[config.mk]
export PLATFORM = sky130hd
export DESIGN_NAME = regfile_write_arbiter
export DESIGN_NICKNAME = d
export VERILOG_FILES = /design/src/rtl/regfile_write_arbiter.sv
export SDC_FILE = /design/constraint.sdc
export NUM_CORES = 1
export LEC_CHECK = 0
export CAP_MARGIN = 20
export CORE_MARGIN = 4
export CORE_UTILIZATION = 39
export DETAILED_ROUTE_END_ITERATION = 8
export PLACE_DENSITY = 0.77
export SKIP_CTS_REPAIR_TIMING = 1
export SYNTH_ARGS = -nofsm -noshare
export SYNTH_HDL_FRONTEND = slang
export SYNTH_SLANG_ARGS = --single-unit
[constraint.sdc]
create_clock -name clock -period 2.6 [get_ports clock]
set_input_delay 0.52 -clock clock [delete_from_list [all_inputs] [get_ports clock]]
set_output_delay 0.52 -clock clock [all_outputs]
set_load 0.005 [all_outputs]
[src/rtl/regfile_write_arbiter.sv]
// regfile_write_arbiter
//   Round-robin arbiter sharing the single register-file write port among
//   NUM_REQ writeback sources, plus a one-register-per-cycle bulk clear sweep.
//   Outputs to the array (write strobes, index, data) are registered: a
//   transfer in cycle N appears on rf_* in cycle N+1.
//   Optional feature: define RF_ARB_FWD_EN to add a combinational read
//   forwarding path (rd_addr, rd_data_rf -> rd_data).
module regfile_write_arbiter #(
    parameter int NUM_REQ    = 2,
    parameter int DATA_WIDTH = 32,
    parameter int ADDR_WIDTH = 5,
    parameter int ZERO_REG   = 1
) (
    input  logic                             clock,
    input  logic                             reset,
    input  logic [NUM_REQ-1:0]               req_valid,
    output logic [NUM_REQ-1:0]               req_ready,
    input  logic [NUM_REQ*ADDR_WIDTH-1:0]    req_addr,
    input  logic [NUM_REQ*DATA_WIDTH-1:0]    req_data,
    input  logic                             clear_start,
    output logic                             clear_busy,
    output logic                             clear_done,
    output logic [(2**ADDR_WIDTH)-1:0]       rf_write_en,
    output logic [ADDR_WIDTH-1:0]            rf_addr,
    output logic [DATA_WIDTH-1:0]            rf_data
`ifdef RF_ARB_FWD_EN
    ,
    input  logic [ADDR_WIDTH-1:0]            rd_addr,
    input  logic [DATA_WIDTH-1:0]            rd_data_rf,
    output logic [DATA_WIDTH-1:0]            rd_data
`endif
);

    localparam int NREG  = 2 ** ADDR_WIDTH;
    localparam int PTR_W = (NUM_REQ > 1) ? $clog2(NUM_REQ) : 1;

    typedef enum logic [1:0] {
        S_IDLE  = 2'd0,
        S_RUN   = 2'd1,
        S_CLEAR = 2'd2
    } state_t;

    state_t                  r_state;
    logic [PTR_W-1:0]        r_ptr;
    logic [ADDR_WIDTH-1:0]   r_cnt;
    logic                    r_busy;
    logic                    r_done;
    logic [NREG-1:0]         r_we;
    logic [ADDR_WIDTH-1:0]   r_addr;
    logic [DATA_WIDTH-1:0]   r_data;

    logic                    w_arb_en;
    logic                    w_found;
    logic [NUM_REQ-1:0]      w_ready;
    logic [PTR_W-1:0]        w_win;
    logic [ADDR_WIDTH-1:0]   w_addr;
    logic [DATA_WIDTH-1:0]   w_data;
    logic                    w_drop;

    // A pending clear start pre-empts arbitration in the same cycle.
    assign w_arb_en = (r_state != S_CLEAR) && !clear_start;

    // Round-robin search: first valid requester starting at ptr+1, wrapping.
    always_comb begin
        w_found = 1'b0;
        w_ready = '0;
        w_win   = r_ptr;
        w_addr  = '0;
        w_data  = '0;
        if (w_arb_en) begin
            for (int unsigned k = 1; k <= NUM_REQ; k++) begin
                for (int unsigned i = 0; i < NUM_REQ; i++) begin
                    if (!w_found && req_valid[i] &&
                        (i == ((32'(r_ptr) + k) % NUM_REQ))) begin
                        w_found    = 1'b1;
                        w_ready[i] = 1'b1;
                        w_win      = PTR_W'(i);
                        w_addr     = req_addr[i*ADDR_WIDTH +: ADDR_WIDTH];
                        w_data     = req_data[i*DATA_WIDTH +: DATA_WIDTH];
                    end
                end
            end
        end
    end

    // Writes to r0 complete the handshake but never strobe the array.
    assign w_drop = (ZERO_REG != 0) && (w_addr == '0);

    // Control FSM with registered write-port outputs and clear status.
    always_ff @(posedge clock or posedge reset) begin
        if (reset) begin
            r_state <= S_IDLE;
            r_ptr   <= PTR_W'(NUM_REQ - 1);
            r_cnt   <= '0;
            r_busy  <= 1'b0;
            r_done  <= 1'b0;
            r_we    <= '0;
            r_addr  <= '0;
            r_data  <= '0;
        end else begin
            r_we   <= '0;
            r_done <= 1'b0;
            case (r_state)
                S_IDLE, S_RUN: begin
                    if (clear_start) begin
                        r_state <= S_CLEAR;
                        r_cnt   <= '0;
                        r_busy  <= 1'b1;
                    end else begin
                        if (w_found) begin
                            r_ptr  <= w_win;
                            r_addr <= w_addr;
                            r_data <= w_data;
                            if (!w_drop) begin
                                r_we[w_addr] <= 1'b1;
                            end
                        end
                        r_state <= (|req_valid) ? S_RUN : S_IDLE;
                    end
                end
                S_CLEAR: begin
                    r_we[r_cnt] <= 1'b1;
                    r_addr      <= r_cnt;
                    r_data      <= '0;
                    if (r_cnt == '1) begin
                        r_state <= S_IDLE;
                        r_busy  <= 1'b0;
                        r_done  <= 1'b1;
                    end else begin
                        r_cnt <= r_cnt + 1'b1;
                    end
                end
                default: begin
                    r_state <= S_IDLE;
                    r_busy  <= 1'b0;
                end
            endcase
        end
    end

    assign req_ready   = w_ready;
    assign clear_busy  = r_busy;
    assign clear_done  = r_done;
    assign rf_write_en = r_we;
    assign rf_addr     = r_addr;
    assign rf_data     = r_data;

`ifdef RF_ARB_FWD_EN
    // Bypass the array when this cycle's write targets the read index.
    assign rd_data = ((ZERO_REG != 0) && (rd_addr == '0)) ? '0 :
                     (r_we[rd_addr] ? r_data : rd_data_rf);
`endif

endmodule
==> impl_metrics.ini, run 1 <==
[pwr]
combPwrFrac = 0.358
p_sw_frac = 0.3219
seqPwrFrac = 0.383
cellPowerDensity_nw_per_um2 = 814.5
power.total_mw = 4.519
internal_power_mw = 3.064
pwr-share-clk = 0.259
p_leak_nw = 2.418
power.net_switching_mw = 1.455
ir_drop_mv = 0.3637

[setup_path]
reg2reg_depth = 7
r2r_end = r_cnt[3]
worstSetupEndpointType = output port
required_ns = 2.08
arrival_ns = 2.00
rr_startpoint = r_cnt[0]
critPathBufInv = 3
cp_top_family = buffers and inverters
crit_top_cell = clkdlybuf4s50_1
cp.depth = 5
cp_slowest_stage_delay_ns = 0.51
crit_path_max_fanout = 16
rrSetupSlack_ns = 0.63
critical_path.startpoint_type = input pin
setup.worst_path.end = req_ready[1]
critPathLaunch = req_valid[0]
cp_slowest_cell = clkdlybuf4s50_1
crit_chain = clkdlybuf4s50_1 -> buf_4 -> a21boi_2 -> and2_1 -> clkdlybuf4s50_1
critPathKind = input pin to output port

[sta]
rsz0062_at_grt = false
clock-skew-final_ns = 0.008481
hold_viol = 0
max_freq_mhz = 396.4
fin_crit_ns = 2.523
tightestPinTransition_ns = 0.7177
setup_violations = 0
relSlewSlack = 0.5215
setup_tns_ns = 0
report.final.slew_viol_count = 0
fin_crit_sh = 0.9703

[cells_and_area]
area_growth_pct = 53.05
fin_nets = 582
finalInstanceArea_sq_um = 5548
multi_input_area_sq_um = 1501
drive_gt1_frac = 0.1014
fill_cells = 737
instances_no_fill = 611
regArea_sq_um = 1979
final_core_util = 0.6240
antenna_cells = 0

[routing]
wl_microns = 10880
drtIter0Drc = 240
vias_per_cell = 5.470
ant_nets = 0
wire_per_inst_microns = 17.81
drc = 0
drtPass1Iterations = 5
vias = 3342

[clock_network]
clk_latency_ns = 0.34
clkSlewWorstSetupHoldPaths_ns = 0.08
numClockSinks = 79
cts_tree = done
clock_path_buffers = 2
cts_buffers = 9
cts-htree-levels = 3
cts-root-buf = clkbuf_8

[placed_design]
postPlaceCellArea_sq_um = 5278
finalWeightedCongestion = 0.8739
numPlacedInstances = 595
dp_hpwl_microns = 8128
port_buffers = 151

[logic_synthesis]
synth_area_sq_um = 3625
async_reset_ff_frac = 1.000
ys_seq_area_frac = 0.5457
synthFlopType = dfrtp_1
yosys_register_bits = 79
synth-edff-count = 0
syn-num-nets = 429
synth_cells = 345
syn-mean-instance-area_sq_um = 10.51
ys_types = 44
yosysWarnings = 0

[floorplan]
die_x_microns = 104.4
fp.dieH_microns = 104.4
dieArea_sq_um = 10900
fp-row-count = 34
initial_core_util = 0.4077
ios = 152
fp.coreArea_sq_um = 8891

[grt]
grt_antenna_before_repair = 0
grt_pass1_wl_microns = 17310
grt_pass1_vias = 3466
grt_overflow = 0
track_usage = 0.1988
grt_max_degree = 34

[hold_path]
holdPathStages = 2
worstHoldPathType = flip-flop to flip-flop

[outcome]
status = finished clean

[job]
maxCapViolCount = 0
tightest hold or removal path: cells and delay by family, from the launching register on:
family           cells  cell delay [ns]
AO/OA/AOI/OAI        1             0.07
flip-flops           1             0.35
AND/OR/NAND/NOR      1             0.06
layer usage:
metal,global-route usage,up-vias,wire length (microns)
met4,0.08262,0,261
li1,-,1552,-
met1,0.2399,1591,4225
met3,0.04780,29,919
met5,0,-,0
met2,0.3390,170,5477
synth_stat cells, types with 2 or more instances:
library cell	number	area, sq um
mux2i_1	5	50.05
ha_1	5	62.56
nor3b_1	2	15.01
or3b_2	2	17.52
o21ai_0	10	50.05
clkbuf_1	5	18.77
nand2b_1	2	12.51
a32oi_2	3	48.80
and2_1	2	12.51
a21o_1	4	30.03
or2_2	2	12.51
nor2_1	6	22.52
dfrtp_1	78	1952
xnor2_1	2	17.52
a32o_1	4	40.04
o32ai_1	6	52.55
o22ai_1	25	156.4
nand3_1	5	25.02
a32oi_1	3	26.28
nand4_1	5	31.28
buf_2	11	55.05
nand4_2	2	25.02
nand3b_1	3	22.52
nand2_1	88	330.3
nor2b_1	4	25.02
buf_6	4	45.04
a21oi_1	2	10.01
nand3_2	3	30.03
inv_1	6	22.52
a22oi_1	32	240.2
logic make-up after synthesis:
group,after synthesis,share of synthesized area
AOI/OAI and AO/OA,93,0.1947
buffers and inverters,28,0.04246
DFF,79,0.5457
and+or+nand+nor,133,0.1812
muxes,5,0.01381
xor gates and xnor gates,2,0.004833
adders and majority gates,5,0.01726
sequential cells by signal, indices dropped and copies added, names as in the netlist:
signal / cells
rf_data: 32
rf_write_en: 32
r_cnt: 5
rf_addr: 5
r_state: 2
clear_busy: 1
clear_done: 1
r_ptr: 1
metrics by stage:
step,hold slack (ns),setup WS (ns)
after global routing,0.5339,0.01533
after floorplan,0.4738,0.05827
final,0.5042,0.07719
after detailed placement,0.4877,-0.02903
after CTS,0.5125,0.03106
after global placement,0.4679,0.03231
worst min-delay path by stage:
stage,endpoint,start
floorplan,clear_busy,clear_busy
global placement,clear_busy,clear_busy
detailed placement,rf_data[25],rf_data[25]
CTS,rf_data[25],rf_data[25]
global route,rf_data[7],rf_data[7]
finish,rf_data[3],rf_data[3]
cells in the final DEF (no fill, tap or decap), types with 2 or more instances in the layout:
| cell type | Yosys | final |
|---|---|---|
| clkdlybuf4s50_1 | 0 | 150 |
| clkbuf_8 | 0 | 9 |
| a21oi_1 | 2 | 2 |
| o21ai_0 | 10 | 10 |
| and2_1 | 2 | 2 |
| a22oi_1 | 32 | 32 |
| nor2b_1 | 4 | 3 |
| nor2_1 | 6 | 6 |
| dfrtp_1 | 78 | 77 |
| a32oi_1 | 3 | 3 |
| or2_2 | 2 | 2 |
| nand2b_1 | 2 | 2 |
| a32o_1 | 4 | 4 |
| nand2_1 | 88 | 88 |
| buf_12 | 0 | 3 |
| or3b_2 | 2 | 2 |
| a32oi_2 | 3 | 3 |
| ha_1 | 5 | 5 |
| mux2i_1 | 5 | 5 |
| o32ai_1 | 6 | 6 |
| inv_1 | 6 | 5 |
| nand3_2 | 3 | 3 |
| nand3b_1 | 3 | 3 |
| o22ai_1 | 25 | 25 |
| a21o_1 | 4 | 4 |
| buf_4 | 1 | 10 |
| xnor2_1 | 2 | 2 |
| nand3_1 | 5 | 5 |
| nand4_2 | 2 | 2 |
| nor3b_1 | 2 | 2 |
| bufinv_16 | 0 | 4 |
| nand4_1 | 5 | 5 |
power by group through the flow:
| stage | clock network, mW | registers [mW] | logic (mW) |
|---|---|---|---|
| detailed placement | 0 | 1.74 | 1.62 |
| floorplan | 0 | 1.68 | 0.863 |
| global route | 1.24 | 1.76 | 1.78 |
| CTS | 1.19 | 1.73 | 1.63 |
| finish | 1.17 | 1.73 | 1.62 |
| global placement | 0 | 1.73 | 1.58 |
area by class of cell:
class                   count  area share
clock inverters             6     0.02391
well taps                 108     0.02436
flip-flops and latches     79      0.3568
clock buffers              10     0.02300
repair buffers            164      0.2972
multi-input cells         238      0.2706
inverters                   6    0.004060
No activity file was read; power rests on OpenSTA's default activity.
==> run 2: changes to the inputs <==
--- a/config.mk
+++ b/config.mk
@@ -9,6 +9,7 @@
 export CORE_MARGIN = 4
 export CORE_UTILIZATION = 39
 export DETAILED_ROUTE_END_ITERATION = 8
+export GPL_ROUTABILITY_DRIVEN = 0
 export PLACE_DENSITY = 0.77
 export SKIP_CTS_REPAIR_TIMING = 1
 export SYNTH_ARGS = -nofsm -noshare
==> results of run 2 <==
The final DEF is identical to that of run 1; final timing and power are the same.
